--- config.mk ---
export PLATFORM = sky130hd
export DESIGN_NAME = vga_link_tx_flat
export DESIGN_NICKNAME = d
export VERILOG_FILES = /design/src/rtl/vga_link_tx_pkg.sv /design/src/rtl/vga_link_tx_if.sv /design/src/rtl/vga_link_fifo.sv /design/src/rtl/vga_link_tx.sv /design/src/flat_wrapper.sv
export SDC_FILE = /design/constraint.sdc
export NUM_CORES = 1
export LEC_CHECK = 0
export CAP_MARGIN = 20
export CORE_MARGIN = 5
export CORE_UTILIZATION = 55
export CTS_CLUSTER_SIZE = 20
export DETAILED_ROUTE_END_ITERATION = 10
export PLACE_DENSITY = 0.75
export SLEW_MARGIN = 20
export SYNTH_ARGS = -nofsm -noshare
export SYNTH_HDL_FRONTEND = slang
export SYNTH_HIERARCHICAL = 1
export SYNTH_SLANG_ARGS = --single-unit
--- constraint.sdc ---
create_clock -name clk25 -period 4.8 [get_ports clk25]
set_clock_uncertainty 0.2 [all_clocks]
set_input_delay 1.2 -clock clk25 [delete_from_list [all_inputs] [get_ports clk25]]
set_output_delay 1.2 -clock clk25 [all_outputs]
set_load 0.005 [all_outputs]
--- src/rtl/vga_link_tx_pkg.sv ---
// Shared encodings, frame layout and FSM state type for the VGA serial link transmitter.
package vga_link_tx_pkg;

    localparam logic [1:0] KIND_CHAR     = 2'b00;
    localparam logic [1:0] KIND_ROW      = 2'b01;
    localparam logic [1:0] KIND_COLOUR   = 2'b10;
    localparam logic [1:0] KIND_RSVD     = 2'b11;

    localparam logic [1:0] COLOUR_PREFIX = 2'b10;
    localparam int         CHAR_BITS     = 8;
    localparam int         ROW_BITS      = 6;

    typedef enum logic [1:0] {
        SYNC = 2'd0,
        IDLE = 2'd1,
        LOW  = 2'd2,
        HIGH = 2'd3
    } state_t;

    // A queued frame: which channel it goes to and the bits to shift (LSB first).
    typedef struct packed {
        logic       is_row;
        logic [7:0] bits;
    } frame_t;

    // Formats a command into the frame it will be transmitted as.
    function automatic frame_t make_frame(input logic [1:0] kind, input logic [7:0] data);
        frame_t f;
        f.is_row = (kind == KIND_ROW);
        f.bits   = (kind == KIND_COLOUR) ? {COLOUR_PREFIX, data[5:0]} : data;
        if (kind == KIND_ROW) begin
            f.bits[7:6] = 2'b00;
        end
        return f;
    endfunction

endpackage

--- src/rtl/vga_link_tx_if.sv ---
// Command handshake and serial link signals of the VGA link transmitter.
// Handshake: a command transfers on a clk25 rising edge where in_valid and
// in_ready are both 1; in_valid may be raised at any time, in_ready does not
// depend on in_valid, and kind/data must be stable while in_valid is high.
interface vga_link_tx_if;
    import vga_link_tx_pkg::*;

    logic       in_valid;
    logic [1:0] in_kind;
    logic [7:0] in_data;
    logic       in_ready;
    logic       wclk;
    logic       d0;
    logic       dc;
    logic       cs;
    logic       busy;
    state_t     fsm_state;

    modport master (
        output in_valid, in_kind, in_data,
        input  in_ready, wclk, d0, dc, cs, busy, fsm_state
    );

    modport slave (
        input  in_valid, in_kind, in_data,
        output in_ready, wclk, d0, dc, cs, busy, fsm_state
    );

endinterface

--- src/rtl/vga_link_fifo.sv ---
// Command FIFO: power-of-two depth, head read straight from storage registers,
// registered full/empty flags.
module vga_link_fifo
    import vga_link_tx_pkg::*;
#(
    parameter int DEPTH = 4
) (
    input  logic   clk,
    input  logic   rst,
    input  logic   push,
    input  frame_t push_data,
    input  logic   pop,
    output frame_t head,
    output logic   full,
    output logic   empty
);
    localparam int             AW       = $clog2(DEPTH);
    localparam logic [AW:0]    FULL_CNT = (AW + 1)'(DEPTH);

    frame_t          mem [DEPTH];
    logic [AW-1:0]   wr_ptr;
    logic [AW-1:0]   rd_ptr;
    logic [AW:0]     count;
    logic [AW:0]     count_next;
    logic            push_ok;
    logic            pop_ok;

    assign push_ok = push && !full;
    assign pop_ok  = pop && !empty;
    assign head    = mem[rd_ptr];

    // Occupancy after this edge; a simultaneous push and pop leaves it unchanged.
    always_comb begin
        count_next = count;
        if (push_ok && !pop_ok) begin
            count_next = count + 1'b1;
        end else if (!push_ok && pop_ok) begin
            count_next = count - 1'b1;
        end
    end

    // Storage write; contents need no reset since the pointers define validity.
    always_ff @(posedge clk) begin
        if (push_ok) begin
            mem[wr_ptr] <= push_data;
        end
    end

    // Pointers, count and flags; reset flushes the queue.
    always_ff @(posedge clk) begin
        if (rst) begin
            wr_ptr <= '0;
            rd_ptr <= '0;
            count  <= '0;
            full   <= 1'b0;
            empty  <= 1'b1;
        end else begin
            if (push_ok) wr_ptr <= wr_ptr + 1'b1;
            if (pop_ok)  rd_ptr <= rd_ptr + 1'b1;
            count <= count_next;
            full  <= (count_next == FULL_CNT);
            empty <= (count_next == '0);
        end
    end

endmodule

--- src/rtl/vga_link_tx.sv ---
// VGA serial link transmitter: queues CHAR/ROW/COLOUR commands and shifts them
// out as wclk-framed pulses, with two ROW-0 sync frames after every reset.
module vga_link_tx
    import vga_link_tx_pkg::*;
#(
    parameter int CLK_DIV = 2,
    parameter int DEPTH   = 4
) (
    input logic          clk25,
    input logic          rst,
    vga_link_tx_if.slave link
);
    localparam logic [7:0] DIV_LAST   = 8'(CLK_DIV - 1);
    localparam frame_t     SYNC_FRAME = '{is_row: 1'b1, bits: 8'h00};

    state_t     state, state_next;
    logic [7:0] div_cnt, div_next;
    logic [3:0] bit_cnt, bit_next;
    logic [3:0] last_idx;
    frame_t     frame, frame_next, load_frame, head, push_frame;
    logic [1:0] sync_left, sync_left_next;
    logic       wclk_q, wclk_next;
    logic [2:0] lines_q, lines_next;   // {cs, dc, d0}
    logic       load, push, pop, full, empty, in_ready;

    // {cs, dc, d0} for pulse idx of frame f; the final pulse is the latch.
    function automatic logic [2:0] pulse_lines(input frame_t f, input logic [3:0] idx);
        logic last;
        last = f.is_row ? (idx == 4'(ROW_BITS)) : (idx == 4'(CHAR_BITS));
        return {~f.is_row, ~last, last ? 1'b0 : f.bits[idx[2:0]]};
    endfunction

    assign in_ready   = !rst && !full && (sync_left == 2'd0);
    assign push       = link.in_valid && in_ready && (link.in_kind != KIND_RSVD);
    assign push_frame = make_frame(link.in_kind, link.in_data);
    assign last_idx   = frame.is_row ? 4'(ROW_BITS) : 4'(CHAR_BITS);

    vga_link_fifo #(.DEPTH(DEPTH)) u_fifo (
        .clk       (clk25),
        .rst       (rst),
        .push      (push),
        .push_data (push_frame),
        .pop       (pop),
        .head      (head),
        .full      (full),
        .empty     (empty)
    );

    // Next-state logic: divider phases, bit stepping, frame loading and sync sequencing.
    always_comb begin
        state_next     = state;
        div_next       = div_cnt;
        bit_next       = bit_cnt;
        frame_next     = frame;
        sync_left_next = sync_left;
        wclk_next      = wclk_q;
        lines_next     = lines_q;
        pop            = 1'b0;
        load           = 1'b0;
        load_frame     = head;
        case (state)
            SYNC: begin
                load       = 1'b1;
                load_frame = SYNC_FRAME;
            end
            IDLE: begin
                if (!empty) begin
                    load = 1'b1;
                    pop  = 1'b1;
                end
            end
            LOW: begin
                if (div_cnt == DIV_LAST) begin
                    div_next   = '0;
                    wclk_next  = 1'b1;
                    state_next = HIGH;
                end else begin
                    div_next = div_cnt + 8'd1;
                end
            end
            HIGH: begin
                if (div_cnt == DIV_LAST) begin
                    div_next  = '0;
                    wclk_next = 1'b0;
                    if (bit_cnt != last_idx) begin
                        bit_next   = bit_cnt + 4'd1;
                        state_next = LOW;
                        lines_next = pulse_lines(frame, bit_cnt + 4'd1);
                    end else if (sync_left == 2'd2) begin
                        // First sync frame done: the second one follows without a gap.
                        sync_left_next = 2'd1;
                        load           = 1'b1;
                        load_frame     = SYNC_FRAME;
                    end else begin
                        sync_left_next = 2'd0;
                        if (!empty) begin
                            load = 1'b1;
                            pop  = 1'b1;
                        end else begin
                            state_next = IDLE;
                            lines_next = 3'b000;
                        end
                    end
                end else begin
                    div_next = div_cnt + 8'd1;
                end
            end
            default: state_next = IDLE;
        endcase
        // A frame load drives bit 0 on this same edge and starts the low phase.
        if (load) begin
            state_next = LOW;
            div_next   = '0;
            bit_next   = '0;
            frame_next = load_frame;
            wclk_next  = 1'b0;
            lines_next = pulse_lines(load_frame, 4'd0);
        end
    end

    // State and registered link outputs; reset aborts any frame and re-arms sync.
    always_ff @(posedge clk25) begin
        if (rst) begin
            state     <= SYNC;
            div_cnt   <= '0;
            bit_cnt   <= '0;
            frame     <= '0;
            sync_left <= 2'd2;
            wclk_q    <= 1'b0;
            lines_q   <= 3'b000;
        end else begin
            state     <= state_next;
            div_cnt   <= div_next;
            bit_cnt   <= bit_next;
            frame     <= frame_next;
            sync_left <= sync_left_next;
            wclk_q    <= wclk_next;
            lines_q   <= lines_next;
        end
    end

    assign link.in_ready  = in_ready;
    assign link.wclk      = wclk_q;
    assign link.cs        = lines_q[2];
    assign link.dc        = lines_q[1];
    assign link.d0        = lines_q[0];
    assign link.busy      = rst || (sync_left != 2'd0) || (state != IDLE) || !empty;
    assign link.fsm_state = state;

endmodule

--- src/flat_wrapper.sv ---
// flat-port wrapper written by rule: the top's interface ports become plain ports
module vga_link_tx_flat import vga_link_tx_pkg::*;
#(
    parameter int CLK_DIV = 2,
    parameter int DEPTH   = 4
)
  (clk25, rst, link_in_valid, link_in_kind, link_in_data, link_in_ready, link_wclk, link_d0, link_dc, link_cs, link_busy, link_fsm_state);
  vga_link_tx_if link_i ();
  input logic clk25;
  input logic rst;
  input wire logic [$bits(link_i.in_valid)-1:0] link_in_valid;
  input wire logic [$bits(link_i.in_kind)-1:0] link_in_kind;
  input wire logic [$bits(link_i.in_data)-1:0] link_in_data;
  output wire logic [$bits(link_i.in_ready)-1:0] link_in_ready;
  output wire logic [$bits(link_i.wclk)-1:0] link_wclk;
  output wire logic [$bits(link_i.d0)-1:0] link_d0;
  output wire logic [$bits(link_i.dc)-1:0] link_dc;
  output wire logic [$bits(link_i.cs)-1:0] link_cs;
  output wire logic [$bits(link_i.busy)-1:0] link_busy;
  output wire logic [$bits(link_i.fsm_state)-1:0] link_fsm_state;
  assign link_i.in_valid = link_in_valid;
  assign link_i.in_kind = link_in_kind;
  assign link_i.in_data = link_in_data;
  assign link_in_ready = link_i.in_ready;
  assign link_wclk = link_i.wclk;
  assign link_d0 = link_i.d0;
  assign link_dc = link_i.dc;
  assign link_cs = link_i.cs;
  assign link_busy = link_i.busy;
  assign link_fsm_state = link_i.fsm_state;
  vga_link_tx #(.CLK_DIV(CLK_DIV), .DEPTH(DEPTH)) u_core (.clk25(clk25), .rst(rst), .link(link_i));
endmodule
Word-level counts from Yosys, hierarchy flattened. Memory sizes are Yosys's and may differ from the RTL's. A register that Yosys moved wholly into a read port is not among the register bits. Cells that the tools add are included.

Add/subtract/negate cells: 6. Multipliers: 0. Div/mod/pow operators: 0. Magnitude comparators: 1. Equal/unequal tests: 22. Shift operators: 0. Muxes and demuxes: 44. Bitwise operators: 4. Reduce and logical (&&, ||, !) cells: 33.

Operators by type and width (count): $mux W9 (3); $mux W3 (8); $mux W2 (9); $pmux W9 S2 (1); $mux W8 (2); $mux W1 (15); $reduce_and A5 Y1 (2); $ne A3 B1 Y1 const B (3); $reduce_and A3 Y1 (3); $add A8 B1 Y8 const B (1); $eq A2 B2 Y1 const B (4); $eq A8 B1 Y1 const B (1); $logic_and A1 B1 Y1 (8); $ne A4 B2 Y1 const B (2); $reduce_bool A2 Y1 (4); $ne A2 B1 Y1 const B (3); $ne A3 B2 Y1 const B (2); $reduce_bool A3 Y1 (2); $logic_not A1 Y1 (5); $add A2 B1 Y2 const B (2); $add A4 B1 Y4 const B (1); $eq A2 B1 Y1 const B (2); $eq A4 B3 Y1 const B (1); $eq A4 B4 Y1 const B (1); 17 further kinds (25).

Register bits after elaboration: 38. Bits in latches: 0. Memory bits (writable): 36. Bits in read-only memories: 0. Input port bits: 13. Output and inout port bits: 8. Logic and storage cells: 125. Memories kept: 1.

Memories: u_core.u_fifo.mem (words 4, bits a word 9, rd ports 1, clocked after Yosys merged registers in 1, write ports 1, line vga_link_fifo.sv:20) `frame_t mem [DEPTH];`.

Depth between registers and ports, before layout.
Depth in word-level cells: 11. Mapped depth: 13. Gate-level depth less buffers: 11.

Modules after synthesis. Netlist, hierarchy kept.

By module, submodules not included: vga_link_fifo (instances 1, cells each 116, area an instance 1925.6 µm², seq. area each 1301.2 µm²); vga_link_tx (instances 1, cells each 185, area an instance 1590.3 µm², seq. area each 580.6 µm²).

Least setup slack after synthesis. OpenSTA, ideal clock, no wires.

Path kind: input-to-output. Start: input port rst. End: output port link_busy. Arrival: 1616 ps. Setup slack: 1784 ps. Stages on the path: 3. Path buffers: 1. Path through: clkbuf_1 > nor3_1 > nand3_1.

Longest elaborated chain between the ends: 3.

Ends and longest elaborated chain: start, declared (line flat_wrapper.sv:10) `input logic rst;`; $logic_or A1 B1 Y1 (3 in a row) (line vga_link_tx.sv:147) `assign link.busy = rst || (sync_left != 2'd0) || (state != IDLE) || !empty;`; end, declared (line flat_wrapper.sv:19) `output wire logic [$bits(link_i.busy)-1:0] link_busy;`.

No other way between the ends.

Worst setup path after layout.
Start: input port rst. End: output port link_in_ready.

Longest elaborated chain between the ends: 3.

Ends and longest elaborated chain: $logic_not A1 Y1 (line vga_link_tx.sv:33) `assign in_ready = !rst && !full && (sync_left == 2'd0);`; $logic_and A1 B1 Y1 (2 in a row) (line vga_link_tx.sv:33); end, declared (line flat_wrapper.sv:14) `output wire logic [$bits(link_i.in_ready)-1:0] link_in_ready;`.

No other way between the ends.

==> run summary <==
Syn_area_per_cell: 11.7 um^2
Io pins: 21
Largest net degree at the start of global routing: 20
Antenna violations before repair: 0
Adder-cell share of the synthesized area: 4.91%
Post-synth top area share: 30.7%
CP max FO: 5
Ys async rst share: 0%
Worst skew pair latency: 0.34 ns
Final worst path period share: 81.3%
Tightest Hold Check Type: reg -> reg
Yosys warning count: 6
Crit path capture type: output pin
CP required: 3.40 ns
Post-synthesis mux area share: 6.98%
WL/cell: 15.6 um
Worst Tran Pin Value: 0.642 ns
Site row count: 29
Seq/Total Area, Yosys: 53.5%
HPWL after detailed placement: 4370 um
Peak VDD IR: 0.234 mV
Core Box Area: 0.00628 mm^2
Inserted Diodes: 0
GRT Resource Usage Total: 15.7%
Cell Area, Synth: 0.00352 mm^2
Cell area after layout: 0.00396 mm^2
Final Setup Violations: 0
CTS root buf: clkbuf_8
Syn nets: 327
Area delta synth->final: 12.6%
WHS Path Cells: 2
Crit start category: primary input
Die width: 90.0 um
Power density over the cells: 332 mW/mm^2
Leak Pwr: 0.00133 uW
Fin util: 63.0%
Post-Synth XOR/XNOR Area: 4.70%
Max_cap viols: 0
Post-CTS resize count: 0
WL final: 6240 um
RSZ-0062 raised after global routing: no
Die height: 90.0 um
Postcts setup bufs: 0
Htree depth: 3
Combinational family with the most area after synthesis: simple AND/OR/NAND/NOR gates
Number of synthesized flops with an enable pin: 36
Cell taking the most area after synthesis: edfxtp_1
Kind of critical path: in -> out
FF-to-FF path depth: 10
Share of cells above drive strength 1: 12.1%
Number of hold violations in the final report: 0
WP data arrival: 2.50 ns
Initial DRC count: 84
Clock tree buffer depth: 2
Hold buffers post-CTS: 0
Initial Util: 56.0%
Post-Synthesis Cells: 301
Routed vias/inst: 5.65
Clock sinks: 76
Outcome: complete, no violations
Flops & latches, synth: 76
Gp weighted congestion: 0.805
TritonCTS clock tree: built
CTS buffer count: 9
Placed Area: 0.00374 mm^2
Vias in the first global route: 2120
Residual DRC: 0
Post-Synth Simple-Gate Area: 15.2%
Achievable Freq: 0.256 GHz
Routed Antenna Nets: 0
Via count: 2261
Nets@finish: 344
Fin crit period: 3.90 ns
Most frequent cells in the layout: 40 x dfxtp_1, 36 x edfxtp_1, 33 x nor2_1
Die ar.: 0.00809 mm^2
Port bufs: 20
CTS clk-pin slew, worst paths: 0.09 ns
Setup_tns: 0 ns
Most common cell after layout, fill and taps aside: dfxtp_1
Synth area leaders: edfxtp_1 31%, dfxtp_1 23%, mux4_2 6.4%
Max transition margin: 57.1%
Synth Area in Compound Gates: 11.1%
Overflow after GRT: 0
Main flop type after synthesis: dfxtp_1
TritonRoute pass-1 iters: 4
Cell variety after synth: 54
Max Slew Vio Count: 0
First-pass GRT wire length: 10300 um
==> layer usage <==
| metal | share of wire, % | global-route usage, % | vias to the layer above |
|---|---|---|---|
| met1 | 46 | 20.6 | 1071 |
| met5 | 0 | 0 | - |
| li1 | - | - | 1127 |
| met3 | 4.1 | 4.26 | 11 |
| met2 | 48 | 24.9 | 52 |
| met4 | 1.7 | 6.33 | 0 |
==> cells by family (layout without fill, tap and decap cells) <==
| family | after synthesis | in the layout |
|---|---|---|
| adder cells (fa/ha/maj) | 14 | 14 |
| XOR/XNOR | 18 | 18 |
| multiplexers | 12 | 12 |
| buffers and inverters | 26 | 48 |
| AO/OA/AOI/OAI | 53 | 53 |
| AND/OR/NAND/NOR | 102 | 102 |
| flip-flops | 76 | 76 |
==> worst paths after layout <==
path / slack [ns] / startpoint / endpoint
setup / recovery: 0.90 / rst / link_in_ready
hold / removal: 0.27 / u_core/frame[0] / u_core/frame[0]
setup reg to reg: 1.76 / u_core/div_cnt[0] / u_core/u_fifo/empty
hold reg to reg: 0.27 / u_core/frame[0] / u_core/frame[0]
==> worst max-delay path, cell delays in order <==
cell	delay [ns]
clkdlybuf4s50_1	0.46
nor4_1	0.27
clkdlybuf4s50_1	0.57
==> cell usage after synthesis (2+ instances only) <==
cell       instances
xnor2_1            7
edfxtp_1          36
a22o_1             7
and3_1             3
a21oi_1           15
buf_1              2
nor3_1             9
nand3b_1           2
buf_4              2
o21ai_0            8
nand4_1            2
xor2_1            10
a311oi_2           2
nand3_1            7
mux4_2            10
inv_1             10
ha_1              13
clkbuf_1           5
buf_2              4
and2_1             7
mux2i_1            2
o2111ai_1          2
nand2b_1           5
buf_6              2
nor2_1            33
nor2b_4            2
a21boi_0           2
nand2_1           18
a211oi_1           3
a31oi_1            2
nor4_1             2
o31ai_1            3
nor2b_1            3
nor4b_1            2
dfxtp_1           40
==> flip-flops by register name, summed over array words and instances (netlist names), 3 cells and up, named ones only <==
| name | flops |
|---|---|
| u_core/u_fifo/mem | 36 |
| u_core/frame | 9 |
| u_core/div_cnt | 8 |
| u_core/bit_cnt | 4 |
| u_core/lines_q | 3 |
| u_core/u_fifo/count | 3 |
==> metrics by stage <==
step	setup WS [ns]	hold slack, ns	instances	total power, uW
global placement	0.885	0.251	384	781
global route	0.781	0.303	400	1360
CTS	0.881	0.278	400	1320
floorplan	1.78	0.236	301	755
finish	0.896	0.275	400	1310
detailed placement	0.881	0.260	384	784
==> where the power goes <==
group / leakage [uW] / internal (uW) / switching [uW]
combinational: 0.000583 / 35.1 / 38.0
sequential: 0.000638 / 687 / 9.86
clock: 0.000108 / 296 / 248
==> cell type report <==
cell class	instances	area [um^2]
timing repair buffer	21	208
multi-input combinational	199	1510
fill	487	2320
inverter	11	41.3
clock inverter	7	97.6
sequential	76	1880
clock buffer	9	124
tap	77	96.3
Power figures use the tool's default switching activity.
